--- config.mk ---
export PLATFORM = sky130hd
export DESIGN_NAME = issue_unit
export DESIGN_NICKNAME = d
export VERILOG_FILES = /design/src/rtl/issue_unit.sv
export SDC_FILE = /design/constraint.sdc
export NUM_CORES = 1
export LEC_CHECK = 0
export ABC_AREA = 1
export ABC_CLOCK_PERIOD_IN_PS = 890
export CELL_PAD_IN_SITES_DETAIL_PLACEMENT = 1
export CELL_PAD_IN_SITES_GLOBAL_PLACEMENT = 2
export CORE_MARGIN = 5
export CORE_UTILIZATION = 26
export CTS_BUF_LIST = sky130_fd_sc_hd__clkbuf_16
export CTS_CLUSTER_DIAMETER = 200
export DETAILED_ROUTE_END_ITERATION = 12
export PLACE_DENSITY_LB_ADDON = 0.1
export RECOVER_POWER = 25
export SLEW_MARGIN = 20
export SYNTH_ARGS = -nofsm -noshare
export SYNTH_HDL_FRONTEND = slang
export SYNTH_SLANG_ARGS = --single-unit
--- constraint.sdc ---
create_clock -name clock -period 0.89 [get_ports clock]
set_input_delay 0.089 -clock clock [delete_from_list [all_inputs] [get_ports clock]]
set_output_delay 0.089 -clock clock [all_outputs]
set_load 0.01 [all_outputs]
--- src/rtl/issue_unit.sv ---
`default_nettype none
// ============================================================================
//  Module      : issue_unit
//  Description : Issue scheduler for the integer, ld/st, multiply and divide
//                queues. It grants ready queue heads so that every result
//                lands on the single common data bus in a cycle that no other
//                unit owns. CDB ownership is tracked with a slot-reservation
//                shift register, and the non-pipelined divider with a busy
//                counter.
//  Revision    : 1.0 - initial release
// ============================================================================
module issue_unit #(
    parameter int MUL_LATENCY = 4,   // 2 .. DIV_LATENCY-1
    parameter int DIV_LATENCY = 7    // MUL_LATENCY+1 .. 15
) (
    input  logic       clock,
    input  logic       reset,
    input  logic       issueque_integer_ready,
    input  logic       issueque_ld_st_ready,
    input  logic       issueque_mul_ready,
    input  logic       issueque_div_ready,
    output logic       issue_integer,
    output logic       issue_ld_st,
    output logic       issue_mul,
    output logic       issue_div,
    output logic       div_busy,
    output logic       cdb_valid,
    output logic [1:0] cdb_sel
);

    localparam logic [1:0] c_OWN_INT   = 2'b00;
    localparam logic [1:0] c_OWN_LD_ST = 2'b01;
    localparam logic [1:0] c_OWN_MUL   = 2'b10;
    localparam logic [1:0] c_OWN_DIV   = 2'b11;
    localparam logic [3:0] c_DIV_LOAD  = 4'(DIV_LATENCY - 1);

    // Reservation slot k means "CDB owned k-1 cycles from now". Free slots
    // always carry owner 00, so slot 1's owner can drive cdb_sel directly.
    logic [DIV_LATENCY:1]      r_valid;
    logic [DIV_LATENCY:1][1:0] r_owner;
    logic [3:0]                r_div_cnt;
    logic                      r_lru;      // 0: integer wins a tie with ld/st

    logic                      w_issue_int;
    logic                      w_issue_ls;
    logic                      w_issue_mul;
    logic                      w_issue_div;
    logic [DIV_LATENCY:1]      w_valid_nxt;
    logic [DIV_LATENCY:1][1:0] w_owner_nxt;
    logic [3:0]                w_div_cnt_nxt;
    logic                      w_lru_nxt;

    // Grant decision: each unit checks the slot its result will occupy after
    // this cycle's shift. The div slot (DIV_LATENCY+1) is always free, so the
    // divider is gated only by its busy counter.
    always_comb begin
        w_issue_int = 1'b0;
        w_issue_ls  = 1'b0;
        w_issue_mul = 1'b0;
        w_issue_div = 1'b0;
        if (!reset) begin
            w_issue_div = issueque_div_ready & (r_div_cnt == 4'd0);
            w_issue_mul = issueque_mul_ready & ~r_valid[MUL_LATENCY+1];
            if (!r_valid[2]) begin
                if (issueque_integer_ready && issueque_ld_st_ready) begin
                    w_issue_int = ~r_lru;
                    w_issue_ls  = r_lru;
                end else begin
                    w_issue_int = issueque_integer_ready;
                    w_issue_ls  = issueque_ld_st_ready;
                end
            end
        end
    end

    // Next reservation state: advance every slot by one, then claim the
    // slots of this cycle's grants. The claimed indices 1, MUL_LATENCY and
    // DIV_LATENCY are distinct, so marks never collide.
    always_comb begin
        w_valid_nxt = {1'b0, r_valid[DIV_LATENCY:2]};
        w_owner_nxt = {c_OWN_INT, r_owner[DIV_LATENCY:2]};
        if (w_issue_int) begin
            w_valid_nxt[1] = 1'b1;
            w_owner_nxt[1] = c_OWN_INT;
        end
        if (w_issue_ls) begin
            w_valid_nxt[1] = 1'b1;
            w_owner_nxt[1] = c_OWN_LD_ST;
        end
        if (w_issue_mul) begin
            w_valid_nxt[MUL_LATENCY] = 1'b1;
            w_owner_nxt[MUL_LATENCY] = c_OWN_MUL;
        end
        if (w_issue_div) begin
            w_valid_nxt[DIV_LATENCY] = 1'b1;
            w_owner_nxt[DIV_LATENCY] = c_OWN_DIV;
        end
    end

    // Divider occupancy counter and int/ld-st tie-break flag.
    always_comb begin
        w_div_cnt_nxt = r_div_cnt;
        if (w_issue_div) begin
            w_div_cnt_nxt = c_DIV_LOAD;
        end else if (r_div_cnt != 4'd0) begin
            w_div_cnt_nxt = r_div_cnt - 4'd1;
        end
        w_lru_nxt = r_lru;
        if (w_issue_int) begin
            w_lru_nxt = 1'b1;
        end else if (w_issue_ls) begin
            w_lru_nxt = 1'b0;
        end
    end

    // State registers; reset discards every pending reservation.
    always_ff @(posedge clock) begin
        if (reset) begin
            r_valid   <= '0;
            r_owner   <= '0;
            r_div_cnt <= 4'd0;
            r_lru     <= 1'b0;
        end else begin
            r_valid   <= w_valid_nxt;
            r_owner   <= w_owner_nxt;
            r_div_cnt <= w_div_cnt_nxt;
            r_lru     <= w_lru_nxt;
        end
    end

    assign issue_integer = w_issue_int;
    assign issue_ld_st   = w_issue_ls;
    assign issue_mul     = w_issue_mul;
    assign issue_div     = w_issue_div;
    assign div_busy      = (r_div_cnt != 4'd0);
    assign cdb_valid     = r_valid[1];
    assign cdb_sel       = r_owner[1];

endmodule
`default_nettype wire

==> flow_metrics.py <==
metrics = {
    "synth": {
        "synth_nets": 89,
        "yosys-top-cells-area": "dfxtp_1 54%, inv_1 10%, nand2_1 9.5%, nor2_1 8.3%, a21oi_1 3.2%",
        "synth_edf_count": 0,
        "synth_ff_type": "dfxtp_1",
        "synth-seq-area-share": 0.539,
        "syn_area_um2": 632,
        "ys_ff_latch": 17,
        "synth_top_area_frac": 0.539,
        "syn_inst": 83,
        "ys_warn_count": 0,
        "synthTopCellsByCount": "17 x dfxtp_1, 17 x inv_1, 16 x nand2_1, 14 x nor2_1",
        "avgSynthCellArea_um2": 7.61,
        "synth_top_cell_by_area": "dfxtp_1",
        "async_flop_share": 0,
        "yosysUniqueCellTypes": 15,
    },
    "routing": {
        "via_count": 594,
        "wl_per_cell_um": 10.5,
        "firstDrtPassIters": 3,
        "drc": 0,
        "drt_first_iter_violations": 11,
        "viasPerCell": 4.01,
        "antenna_left": 0,
        "wirelength_um": 1560,
    },
    "worst_hold_path": {
        "min_to": "r_owner[7]",
        "hp-class": "primary input to flip-flop",
        "hold_start": "issueque_mul_ready",
        "hold_path_depth": 4,
    },
    "timing": {
        "hold_viol_final": 0,
        "fmax_mhz": 839,
        "period_share": 1.34,
        "fin_ws_ps": -302,
        "min_period_ps": 1190,
        "setup_tns_ps": -1580,
        "final_max_slew_viol_count": 0,
        "clock_skew_ps": 1.95,
        "worst_slew_pin_slew_ps": 280,
        "rsz0062_at_grt": "yes",
        "setup_viol": 8,
        "relSlewSlack": 0.814,
    },
    "cts": {
        "cts_max_level": 1,
        "cts_buffers": 3,
        "ctsLongestPathBuffers": 2,
        "clock_latency_ps": 250,
        "cts_tree": "yes",
        "ctsRootBufferMaster": "clkbuf_16",
        "cts-hold-fix-buffers": 0,
        "cts_sinks": 17,
        "cts.reportedPaths.clkPinSlew_ps": 50,
    },
    "run": {
        "drv_cap": 0,
    },
    "global_routing": {
        "grt.overflow.total": 0,
        "antenna_found_initial": 0,
        "track_usage": 0.110,
        "grt_pass1_wl_um": 2770,
        "grt_max_degree": 11,
        "grt_pass1_vias": 646,
    },
    "die": {
        "die_w_um": 59.3,
        "die_area_um2": 3520,
        "boundaryPins": 14,
        "rows": 17,
        "start_util": 0.278,
        "core_um2": 2280,
        "die_h_um": 59.3,
    },
    "run_status": {
        "status": "complete, but fails checks",
        "violations": "negative setup slack",
    },
    "setup_path": {
        "start_kind": "flip-flop",
        "end_kind": "primary output",
        "ff2ff_setup_slack_ps": -270,
        "cp.required_ps": 800,
        "path_max_fanout": 3,
        "rr_endpoint": "r_div_cnt[0]",
        "crit_type": "flip-flop to primary output",
        "r2r-start": "r_div_cnt[0]",
        "rr_worst_depth": 8,
        "arrival_ps": 1100,
    },
    "cells_and_area": {
        "final_util": 0.482,
        "syn_to_final_growth_pct": 73.7,
        "final-seq-area_um2": 348,
        "multi_input_area_um2": 275,
        "drive_gt1_frac": 0.533,
        "fillCellCount": 295,
        "nets": 127,
        "diodes": 0,
        "design_area_um2": 1100,
    },
    "placed_design": {
        "placed_cell_area_um2": 891,
        "hpwl_um": 1080,
        "pre_cts_ws_ps": -719,
        "gp_congestion": 0.713,
        "numPortBuffers": 13,
    },
    "power_and_ir_drop": {
        "power_density_nw_per_um2": 2120,
        "p_leak_nw": 0.534,
        "ir_drop_mv": 1.08,
    },
}
==> per-layer routing <==
layer  track usage  part of all wire  up-vias  wire length [µm]
li1              -                 -      312                 -
met1         0.123              0.42      261               653
met2         0.183              0.50       16               784
met3        0.0283             0.049        5                77
met4        0.0680             0.028        0                44
met5             0                 0        -                 0
==> where the power goes <==
| part | total (mW) | switching [mW] | internal (mW) |
|---|---|---|---|
| combinational | 0.567 | 0.246 | 0.321 |
| sequential | 0.854 | 0.0335 | 0.821 |
| clock | 0.900 | 0.299 | 0.601 |
| total | 2.32 | 0.578 | 1.74 |
==> kinds of logic (layout without fill, tap and decap cells) <==
| family | count (synthesis) | in the layout | synth area share |
|---|---|---|---|
| DFF | 17 | 17 | 0.539 |
| buffers and inverters | 22 | 59 | 0.156 |
| AOI/OAI and AO/OA | 4 | 4 | 0.0317 |
| and+or+nand+nor | 40 | 40 | 0.273 |
==> repair_timing <==
action / CTS / global route
pin swaps: 6 / 8
setup endpoints to repair: 13 / 17
gates resized for setup: 55 / 17
endpoints found under the hold margin: 0 / 0
setup buffers: 10 / 6
==> final cells by class <==
type,instances,share of cell area
flip-flops and latches,17,0.317
repair buffers,37,0.263
inverters,18,0.0639
multi-input cells,44,0.251
clock inverters,1,0.00456
well taps,28,0.0319
clock buffers,3,0.0684
==> sequential cells by signal (all words and copies together), names as in the netlist <==
register   cells
r_lru          1
r_valid        3
r_owner        7
cdb_sel        2
r_div_cnt      4
==> critical path: stages (launching register included) <==
cell	delay (ps)
dfxtp_2	330
nor2_4	120
inv_2	60
nor2_4	110
nand2_4	70
nor2_4	80
buf_6	100
==> metrics by stage <==
step | std cells | power (mW) | hold slack (ps)
after floorplan | 83 | 1.06 | 244
after global placement | 135 | 1.27 | 391
after detailed placement | 135 | 1.27 | 399
after CTS | 146 | 2.31 | 322
after global routing | 148 | 2.46 | 349
final | 148 | 2.32 | 328
==> layout by cell type, fill, tap and decap left out, drive strengths merged <==
master	instances
clkbuf	8
nor2	16
nand3	4
or2	1
dlymetal6s2s	1
inv	18
clkdlybuf4s50	1
nor3	2
a21oi	4
dfxtp	17
nand2	17
buf	27
clkinv	1
dlygate4sd2	3
==> worst max-delay path by stage <==
stage                             from            end  slack, ps
after floorplan           r_div_cnt[0]      issue_div          2
after global placement           reset      issue_div       -700
after detailed placement         reset  issue_integer       -720
after CTS                 r_div_cnt[1]      issue_div       -350
after global routing      r_div_cnt[0]      issue_div       -370
final                     r_div_cnt[0]      issue_div       -300
(Power assumes the default switching activity.)
==> RTL edit, RTL diff (same flow settings) <==
Set the parameter `DIV_LATENCY` to 9 (it was 7).
--- a/src/rtl/issue_unit.sv
+++ b/src/rtl/issue_unit.sv
@@ -12,5 +12,5 @@
 module issue_unit #(
     parameter int MUL_LATENCY = 4,   // 2 .. DIV_LATENCY-1
-    parameter int DIV_LATENCY = 7    // MUL_LATENCY+1 .. 15
+    parameter int DIV_LATENCY = 9    // MUL_LATENCY+1 .. 15
 ) (
     input  logic       clock,
Behaviour: not the same (a bounded check fails within 4 cycles, from zero or initial values and one cycle with reset high).
==> RTL edit against the original RTL <==
  * Synthesized area rose by 19%
  * The flow still finishes with violations (setup timing)
  * Routed wire length up 9.1%
  * Via count rose by 16%
  * Critical path depth fell by 1
  * Final area increased by 13%
  * Worst setup slack better by 8.5 ps
  * Highest routed layer unchanged
  * First-iteration DRC count shrank 45%
  * Sequential cell count rose by 2
Power is not compared: it rests on default switching activity, and its combinational part moved more than twofold at a synthesized area within 25%.
==> RTL edit: results <==
set metrics [dict create \
    tightest_slew_ps 255.8 \
    worst-path-max-fanout 2 \
    post_place_instance_area_sq_mm 0.001064 \
    dpl_worst_slack_ps -656.5 \
    synth_sequential_area_ratio 0.5067 \
    routedWlPerCell_um 10.32 \
    wire_length_of_the_first_global_routing_pass_mm 2.829 \
    multi_input_area_sq_um 345.3 \
    nets 143 \
    initialDrtViolationCount 6 \
    hold_end "r_valid[4]$_SDFF_PP0_" \
    final_layout_size_suffix_gt1_frac 0.5075 \
    yosysUniqueCellTypes 18 \
    reg.largest.list "r_valid: 7 flops, r_owner: 5 flops, r_div_cnt: 4 flops" \
    finalSetupViolCount 11 \
    pin_count_of_the_biggest_net_entering_global_routing 12 \
    ys_ff_latch 19 \
    placedCellCount 154 \
    globalplace.congestion 0.7365 \
    proportion_of_synthesized_flip_flops_having_asynchronous_set_or_reset 0 \
    netlist_top_cells_count "dfxtp_1, nand2_1, inv_1, nor2_1, nand3_1" \
    whs_ps 325.4 \
    worstSkewPairLatency_ps 250 \
    cp_slowest_stage_delay_ps 330 \
    clockNetworkAreaShare 0.06484 \
    outcome "finished, violations left" \
    detailedPlacementHpwl_mm 1.281 \
    cp_delay_by_family_top "flip-flops" \
    skew_ps 3.275 \
    post-route-worst-setup-slack_ps -293.3 \
    failed_checks "setup timing" \
    postSynthNetCount 103 \
    layout.cells.non_filler 165 \
    fraction_of_area_in_multi_input_gates 0.2796 \
    drt_via_density 4.182 \
    synthesis.instances 95 \
    ff_latch_area_sq_um 386.6 \
    multiin_comb 50 \
    cts_setup_buffers 9 \
    detail_route.first_pass.iterations 2 \
    final.signal_inverter_count 22 \
    non_clock_buffer_area_share 0.2401 \
    grt_pass1_vias 684 \
    nonClockBufferCount 39 \
    post_cts_resize_count 47 \
    final.setup.tns_ps -1939 \
    worstHoldPathCells 4 \
    reg2reg_depth 7 \
    placementRows 19 \
    regToRegEndpoint "r_div_cnt[1]$_SDFFE_PP0P_" \
    synth_area_leaders "dfxtp_1, nand2_1, inv_1, nor2_1, ha_1" \
]
[RTL edit: cell types whose count changed after synthesis, moves of 2 or more]
cell	before	now
dfxtp_1	17	19
nand2_1	16	19
nand4_1	0	2
inv_2	1	3
ha_1	0	2
[RTL edit: where the power goes]
part | leakage (nW) | internal [mW] | switching (mW) | total (mW)
combinational | 0.397 | 0.943 | 0.849 | 1.79
clock | 0.0409 | 0.602 | 0.310 | 0.912
sequential | 0.157 | 0.994 | 0.0681 | 1.06
total | 0.595 | 2.54 | 1.23 | 3.77
[RTL edit: cells by family after synthesis]
group | synth area share
DFF | 0.5067
buffers and inverters | 0.1500
xor gates and xnor gates | 0.01167
and+or+nand+nor | 0.2783
adders and majority gates | 0.03333
AOI/OAI and AO/OA | 0.01999
[RTL edit: routing by layer]
layer / wire, um / GRT usage / share of wire
met1: 638 / 0.08574 / 0.37
met5: 0 / 0 / 0
met2: 962 / 0.1662 / 0.56
met4: 17 / 0.03896 / 0.010
met3: 84 / 0.02977 / 0.049
